### config.mk
export PLATFORM = sky130hd
export DESIGN_NAME = instr_prefetch_queue
export DESIGN_NICKNAME = d
export VERILOG_FILES = /design/src/rtl/instr_prefetch_queue.sv
export SDC_FILE = /design/constraint.sdc
export NUM_CORES = 1
export LEC_CHECK = 0
export CORE_UTILIZATION = 47
export DETAILED_ROUTE_END_ITERATION = 12
export HOLD_SLACK_MARGIN = 0.02
export PLACE_DENSITY = 0.68
export SETUP_SLACK_MARGIN = 0.05
export SYNTH_ARGS = -nofsm -noshare
export SYNTH_HDL_FRONTEND = slang
export SYNTH_SLANG_ARGS = --single-unit
### constraint.sdc
create_clock -name clk -period 5.9 [get_ports clk]
set_clock_uncertainty 0.15 [all_clocks]
set_input_delay 1.475 -clock clk [delete_from_list [all_inputs] [get_ports clk]]
set_output_delay 1.475 -clock clk [all_outputs]
set_load 0.02 [all_outputs]
### src/rtl/instr_prefetch_queue.sv
// Sequential instruction prefetcher feeding a first-word-fall-through queue.
// Define PREFETCH_STATS_EN to add saturating fetch/flush statistics counters.
module instr_prefetch_queue #(
  parameter int ADDR_WIDTH = 12,
  parameter int DATA_WIDTH = 12,
  parameter int DEPTH      = 4
) (
  input  logic                  clk,
  input  logic                  reset_n,
  input  logic                  start,
  input  logic [ADDR_WIDTH-1:0] base_addr,
  input  logic                  redirect,
  input  logic [ADDR_WIDTH-1:0] redirect_pc,
  output logic                  ifu_rd_req,
  output logic [ADDR_WIDTH-1:0] ifu_rd_addr,
  input  logic [DATA_WIDTH-1:0] ifu_rd_data,
  output logic                  instr_valid,
  output logic [DATA_WIDTH-1:0] instr_data,
  output logic [ADDR_WIDTH-1:0] instr_pc,
  input  logic                  instr_ready
`ifdef PREFETCH_STATS_EN
  ,
  output logic [15:0]           stat_fetch_cnt,
  output logic [15:0]           stat_flush_cnt
`endif
);

  localparam int PW = (DEPTH > 1) ? $clog2(DEPTH) : 1;
  localparam int CW = PW + 1;

  typedef enum logic [1:0] {S_IDLE, S_RUN, S_FLUSH} state_t;

  state_t                r_state;
  state_t                w_state_nxt;
  logic [ADDR_WIDTH-1:0] r_fetch_pc;
  logic [ADDR_WIDTH-1:0] r_req_pc;
  logic                  r_inflight;
  logic [PW-1:0]         r_rd_ptr;
  logic [PW-1:0]         r_wr_ptr;
  logic [CW-1:0]         r_count;
  logic [DATA_WIDTH-1:0] r_mem_data [DEPTH];
  logic [ADDR_WIDTH-1:0] r_mem_pc   [DEPTH];

  logic w_run;
  logic w_room;
  logic w_clear;
  logic w_enq;
  logic w_pop;
  logic w_valid;

  always_ff @(posedge clk or negedge reset_n) begin
    if (!reset_n) r_state <= S_IDLE;
    else          r_state <= w_state_nxt;
  end

  // Redirect wins over everything, including start in IDLE.
  always_comb begin
    w_state_nxt = r_state;
    if (redirect) begin
      w_state_nxt = S_FLUSH;
    end else begin
      case (r_state)
        S_IDLE:  if (start) w_state_nxt = S_RUN;
        S_RUN:   w_state_nxt = S_RUN;
        S_FLUSH: w_state_nxt = S_RUN;
        default: w_state_nxt = S_IDLE;
      endcase
    end
  end

  // The in-flight word is reserved a slot so the queue can never overflow.
  always_comb begin
    w_run      = (r_state == S_RUN);
    w_room     = (int'(r_count) + int'(r_inflight)) < DEPTH;
    ifu_rd_req = w_run && w_room;
  end

  assign w_clear = redirect || (r_state == S_FLUSH);
  assign w_valid = (r_count != '0);
  assign w_enq   = r_inflight && w_run && !redirect;
  assign w_pop   = w_valid && instr_ready && !w_clear;

  always_ff @(posedge clk or negedge reset_n) begin
    if (!reset_n) begin
      r_fetch_pc <= '0;
      r_req_pc   <= '0;
      r_inflight <= 1'b0;
    end else begin
      r_inflight <= ifu_rd_req;
      if (ifu_rd_req) r_req_pc <= r_fetch_pc;
      if (redirect)                       r_fetch_pc <= redirect_pc;
      else if (r_state == S_IDLE && start) r_fetch_pc <= base_addr;
      else if (ifu_rd_req)                r_fetch_pc <= r_fetch_pc + 1'b1;
    end
  end

  always_ff @(posedge clk or negedge reset_n) begin
    if (!reset_n) begin
      r_rd_ptr <= '0;
      r_wr_ptr <= '0;
      r_count  <= '0;
    end else if (w_clear) begin
      r_rd_ptr <= '0;
      r_wr_ptr <= '0;
      r_count  <= '0;
    end else begin
      if (w_enq) r_wr_ptr <= r_wr_ptr + 1'b1;
      if (w_pop) r_rd_ptr <= r_rd_ptr + 1'b1;
      case ({w_enq, w_pop})
        2'b10:   r_count <= r_count + 1'b1;
        2'b01:   r_count <= r_count - 1'b1;
        default: r_count <= r_count;
      endcase
    end
  end

  always_ff @(posedge clk) begin
    if (w_enq) begin
      r_mem_data[r_wr_ptr] <= ifu_rd_data;
      r_mem_pc[r_wr_ptr]   <= r_req_pc;
    end
  end

  assign ifu_rd_addr = r_fetch_pc;
  assign instr_valid = w_valid;
  assign instr_data  = w_valid ? r_mem_data[r_rd_ptr] : '0;
  assign instr_pc    = w_valid ? r_mem_pc[r_rd_ptr]   : '0;

`ifdef PREFETCH_STATS_EN
  logic [15:0] r_fetch_cnt;
  logic [15:0] r_flush_cnt;

  always_ff @(posedge clk or negedge reset_n) begin
    if (!reset_n) begin
      r_fetch_cnt <= '0;
      r_flush_cnt <= '0;
    end else begin
      if (ifu_rd_req && r_fetch_cnt != 16'hFFFF) r_fetch_cnt <= r_fetch_cnt + 1'b1;
      if (redirect && r_flush_cnt != 16'hFFFF)   r_flush_cnt <= r_flush_cnt + 1'b1;
    end
  end

  assign stat_fetch_cnt = r_fetch_cnt;
  assign stat_flush_cnt = r_flush_cnt;
`endif

endmodule

# == After elaboration in Yosys (flattened, before gate mapping) ==
# Memory sizes are Yosys's and may differ from the RTL's.
# Index checks and enable logic that the tools add are counted.
# Widths: inputs -> output; s select.
# op_classes
mux,16
n_div,0
n_bitwise,0
mul,0
n_addsub,6
n_reduce_logical,16
order_cmp,1
shifts,0
n_eq_ne,5
# ops
operator,count
$mux 12,5
$add 12x1->12 const B,1
$mux 2,6
$reduce_bool 3->1,3
$logic_and 1x1->1,6
$pmux 3 s2,1
$add 2x1->2 const B,2
$add 3x1->4,1
$eq 2x1->1 const B,2
$eq 2x2->1 const B,2
$lt 4x3->1 const B,1
$pmux 2 s2,1
$reduce_bool 2->1,2
$add 3x1->3 const B,1
$mux 3,1
$ne 3x3->1 const B,1
$sub 3x1->3 const B,1
$logic_not 1->1,2
$logic_not 2->1,1
$mux 1,2
$reduce_or 2->1,1
$logic_or 1x1->1,1
# totals
output_inout_bits,38
wordCells,53
n_memories,2
regBits,34
input_bits,41
latchBits,0
ramBits,96
mem_bits_ro,0
# memory_table
name,words,word_bits,read_ports,rd_ports_with_merged_regs,wr,line_no,rtl
r_mem_data,4,12,1,0,1,41,logic [DATA_WIDTH-1:0] r_mem_data [DEPTH];
r_mem_pc,4,12,1,0,1,42,logic [ADDR_WIDTH-1:0] r_mem_pc [DEPTH];

# == Logic depth before layout (Yosys ltp) ==
# depth
ltp_word,7
mapped_depth,8
depth_no_buf,7

# == Worst setup path before layout ==
# Ideal clock, no wire load.
# synth_timing
kind,in2reg
startpoint,in redirect
endpoint,reg r_count[2]
t_required_ns,5.670
n_path_buf,1
slack_ns,2.613
setup_time_ns,0.080
path_stages,8
arrival_ns,3.058
cell_sequence,inv_1 -> clkbuf_1 -> o21ai_1 -> nor3_1 -> fa_1 -> or3_1 -> a21o_1 -> a21oi_1
# synth_via
elab_chain_len,6
elab_cells_between_ends,10
classes_between,eq/ne (2); mux (2); reduce/logical (6)
# synth_rtl
element,line_no,rtl
start: declaration,12,"input logic redirect,"
$logic_or 1x1->1,78,assign w_clear = redirect || (r_state == S_FLUSH);
$logic_not 1->1,81,assign w_pop = w_valid && instr_ready && !w_clear;
$logic_and 1x1->1,81,
$eq 2x1->1 / $eq 2x2->1 (equally long branches),109,"case ({w_enq, w_pop})"
$pmux 3 s2,109,
$mux 3,102,end else if (w_clear) begin
end signal: assignment,110,2'b10: r_count <= r_count + 1'b1;
end signal: assignment,111,2'b01: r_count <= r_count - 1'b1;
end signal: assignment,112,default: r_count <= r_count;
end: declaration,40,logic [CW-1:0] r_count;
# Several ways; a longest one is shown, not always the timed one.
# A chain may end at the register's enable or synchronous reset.

# == Worst setup path in the final report ==
# layout_timing
startpoint,reg r_rd_ptr[0]
endpoint,out instr_pc[5]
# layout_via
elab_chain_len,2
# layout_rtl
element,line_no,rtl
start: declaration,38,logic [PW-1:0] r_rd_ptr;
start signal: assignment,108,if (w_pop) r_rd_ptr <= r_rd_ptr + 1'b1;
$mem_v2 4x12,--,
$mux 12,127,assign instr_pc = w_valid ? r_mem_pc[r_rd_ptr] : '0;
end: declaration,19,"output logic [ADDR_WIDTH-1:0] instr_pc,"
# No other way between the ends.

==> run_results.csv <==
group,metric,value,unit
min_path,hold_crit_depth,0,
finish,fraction_of_final_layout_cells_sized_beyond_drive_strength_1,14.9,%
clock_tree,numCtsBuffers,17,
logic_synthesis,library_cells_used_by_synthesis,47,
global_route,antenna_found_initial,0,
floorplanning,core.rowCount,39,
routing,starting_drt_drc_count,257,
clock_tree,number_of_gates_resized_after_cts,0,
worst_setup_path,r2r_end,"ifu_rd_addr[8]$_DFFE_PN0P_",
floorplanning,chipHeight,111,µm
pwr,p_sw_share,21.2,%
global_route,grt_pass1_wl,18000,µm
logic_synthesis,yosysTopAreaCell,"edfxtp_1",
logic_synthesis,yosys.area.top_type_share,51.8,%
clock_tree,cts_root_buf,"clkbuf_16",
finish,layout_common_cells,"edfxtp_1 (96), clkdlybuf4s50_1 (78), nand2_1 (37), dfrtp_1 (33), and2_1 (29)",
worst_setup_path,crit_fanout,26,
place,dp_hpwl,6660,µm
routing,avgViaCountPerCell,5.66,
logic_synthesis,async_flop_share,26.2,%
logic_synthesis,synth.top_cells.by_area,"edfxtp_1 (52%), dfrtp_1 (15%), mux4_2 (9.7%)",
flow_run,drv_cap,0,
finish,diodes,0,
pwr,pwr-share-comb,7.6,%
clock_tree,tritoncts_clock_tree,"built",
worst_setup_path,endpoint,"instr_pc[5]",
worst_setup_path,timing.reg2reg.setup_slack,3.38,ns
logic_synthesis,synth_edf_count,96,
logic_synthesis,cells_after_synthesis,369,
worst_setup_path,required,4.28,ns
place,numPortBuffers,78,
clock_tree,clock_transition_time_at_the_flip_flop_clock_pins_of_the_worst_setup_and_hold_paths,0.05,ns
clock_tree,htree_levels,4,
pwr,switching_power,0.495,mW
sta,final.setup.tns,0,ns
floorplanning,dieArea,12300,µm²
global_route,largest_net_degree_at_the_start_of_global_routing,35,
worst_setup_path,critPathLaunchType,"register",
sta,worst-slew-pin-transition,1.30,ns
floorplanning,boundaryPins,79,
global_route,grt_overflow_total,0,
logic_synthesis,synth-main-ff-cell,"edfxtp_1",
logic_synthesis,synth_fp_nets,416,
min_path,min_path_type,"register to register",
worst_setup_path,worstSetupStartpoint,"r_rd_ptr[0]$_DFFE_PN0P_",
logic_synthesis,postSynthRegisterBits,130,
clock_tree,cts-hold-fix-buffers,0,
routing,ant_nets,0,
logic_synthesis,mappedNetlistArea,5570,µm²
pwr,pwr-share-seq,46.5,%
sta,finalCritPeriodShare,72.8,%
routing,detailedRoute.firstPassIterationCount,4,
worst_setup_path,critical_path_class,"register to output pin",
finish,total_number_of_nets_in_the_final_design,497,
clock_tree,clkSinkCount,130,
pwr,irDropWorstVdd,219,µV
logic_synthesis,synth-seq-area-share,67.1,%
worst_setup_path,worst_r2r_path_depth,4,
pwr,cellPowerDensity,329,nW/µm²
sta,timing.final.crit_period,4.30,ns
global_route,grt_pass1_vias,3439,
sta,report.final.slew_viol_count,0,
floorplanning,core_area,11500,µm²
logic_synthesis,avgSynthCellArea,15.1,µm²
sta,fmaxAchievable,0.233,GHz
floorplanning,die_x,111,µm
worst_setup_path,worst-endpoint-arrival,2.67,ns
pwr,cell_internal_pwr,1.84,mW
pwr,power.clock.fraction,46.0,%
sta,setup_failing_eps_final,0,
routing,drt_wl_total,10800,µm
outcome,status,"completed",
floorplanning,floorplan.initialDensity,48.6,%
pwr,power.static_leakage,2.55,nW
routing,routed_wire_length_per_instance,17.8,µm
finish,area_growth,27.6,%
sta,timing.slew.headroom,12.8,%
global_route,track_usage,19.1,%
pwr,total_power_after_layout,2.33,mW
worst_setup_path,endpoint_kind,"output pin",
routing,vias,3429,
worst_setup_path,reg2reg_from,"r_state[1]$_DFFE_PN0P_",
sta,hold_violations_final,0,
routing,remaining_drc_errors,0,
place,gpl.final_weighted_congestion,0.820,
finish,mostFrequentLayoutCell,"edfxtp_1",
logic_synthesis,synthesis.yosys.warnings,0,
clock_tree,clock_path_buffers,2,
clock_tree,clk_latency,0.40,ns
sta,rsz0062_at_grt,"false",
clock_tree,cts_setup_buffers,0,
-- cells by family after synthesis --
| group | share of synthesized area (%) |
|---|---|
| DFF | 67.1 |
| buffers and inverters | 2.36 |
| adders and majority gates | 1.48 |
| AOI/OAI and AO/OA | 6.27 |
| xor gates and xnor gates | 1.24 |
| and+or+nand+nor | 11.5 |
| muxes | 10.1 |
-- critical path: stages (launching register included) --
cell and delay [ns]:
dfrtp_2 0.94, mux4_2 0.62, and2_1 0.17, clkdlybuf4s50_1 0.53
-- power groups by stage --
stage | Sequential, mW | Combinational (mW) | Clock (mW)
finish | 1.09 | 0.176 | 1.07
global route | 1.09 | 0.193 | 1.13
CTS | 1.09 | 0.178 | 1.10
detailed placement | 1.10 | 0.176 | 0
global placement | 1.10 | 0.173 | 0
floorplan | 1.10 | 0.0872 | 0
-- cells in the mapped netlist, types with 2 or more instances --
| cell type | instances |
|---|---|
| edfxtp_1 | 96 |
| inv_1 | 9 |
| nand2_1 | 37 |
| ha_1 | 5 |
| a21oi_1 | 10 |
| a21o_1 | 3 |
| buf_2 | 12 |
| mux2i_1 | 2 |
| xnor2_1 | 2 |
| a2bb2oi_1 | 7 |
| nor2_1 | 12 |
| clkbuf_1 | 8 |
| and2_1 | 29 |
| a31oi_1 | 7 |
| xor2_1 | 4 |
| o21ai_0 | 4 |
| and4_1 | 2 |
| nor3_1 | 7 |
| a221oi_1 | 2 |
| o31ai_1 | 4 |
| nand3_1 | 9 |
| dfrtp_1 | 34 |
| nand4_1 | 4 |
| nor4_1 | 3 |
| and3_1 | 5 |
| mux4_2 | 24 |
| or3_1 | 4 |
| a211o_1 | 3 |
| o211ai_1 | 3 |
-- sequential cells by signal, indices dropped and copies added, names as in the netlist, 2 cells and up --
signal       cells
ifu_rd_addr     12
r_count          3
r_mem_data      48
r_mem_pc        48
r_rd_ptr         2
r_req_pc        12
r_state          2
r_wr_ptr         2
-- metrics by stage --
stage	instance area, µm²	setup WS [ns]	util [%]	hold slack [ns]	instances
6_report	7100	1.60	61.9	0.368	606
5_1_grt	7100	1.37	61.9	0.391	606
4_1_cts	7100	1.50	61.9	0.371	606
3_5_place_dp	6470	1.22	56.4	0.359	574
3_3_place_gp	6470	1.36	56.4	0.343	574
2_1_floorplan	5570	2.61	-	0.326	369
-- layer usage --
metal / wire, µm / track usage (%) / part of all wire, %
met1: 4730 / 26.2 / 44
met2: 5130 / 28.8 / 48
met3: 752 / 5.80 / 7.0
met4: 167 / 7.47 / 1.5
met5: 0 / 0 / 0
-- how the worst min path moves through the flow --
| stage | from | to | slack (ns) |
|---|---|---|---|
| 6_report | r_req_pc[3]$_DFFE_PN0P_ | r_mem_pc[0][3]$_DFFE_PP_ | 0.37 |
| 5_1_grt | r_req_pc[3]$_DFFE_PN0P_ | r_mem_pc[1][3]$_DFFE_PP_ | 0.39 |
| 4_1_cts | r_req_pc[6]$_DFFE_PN0P_ | r_mem_pc[0][6]$_DFFE_PP_ | 0.37 |
| 3_5_place_dp | r_req_pc[6]$_DFFE_PN0P_ | r_mem_pc[1][6]$_DFFE_PP_ | 0.36 |
| 3_3_place_gp | r_req_pc[6]$_DFFE_PN0P_ | r_mem_pc[1][6]$_DFFE_PP_ | 0.34 |
| 2_1_floorplan | r_req_pc[0]$_DFFE_PN0P_ | r_mem_pc[0][0]$_DFFE_PP_ | 0.33 |
-- cell type report --
class | instances | area, µm²
Fill cell | 879 | 4370
Clock inverter | 7 | 91.3
Multi-Input combinational cell | 208 | 1700
Clock buffer | 25 | 538
Timing Repair Buffer | 83 | 818
Inverter | 10 | 37.5
Tap cell | 143 | 179
Sequential cell | 130 | 3730
(Power assumes the default switching activity.)
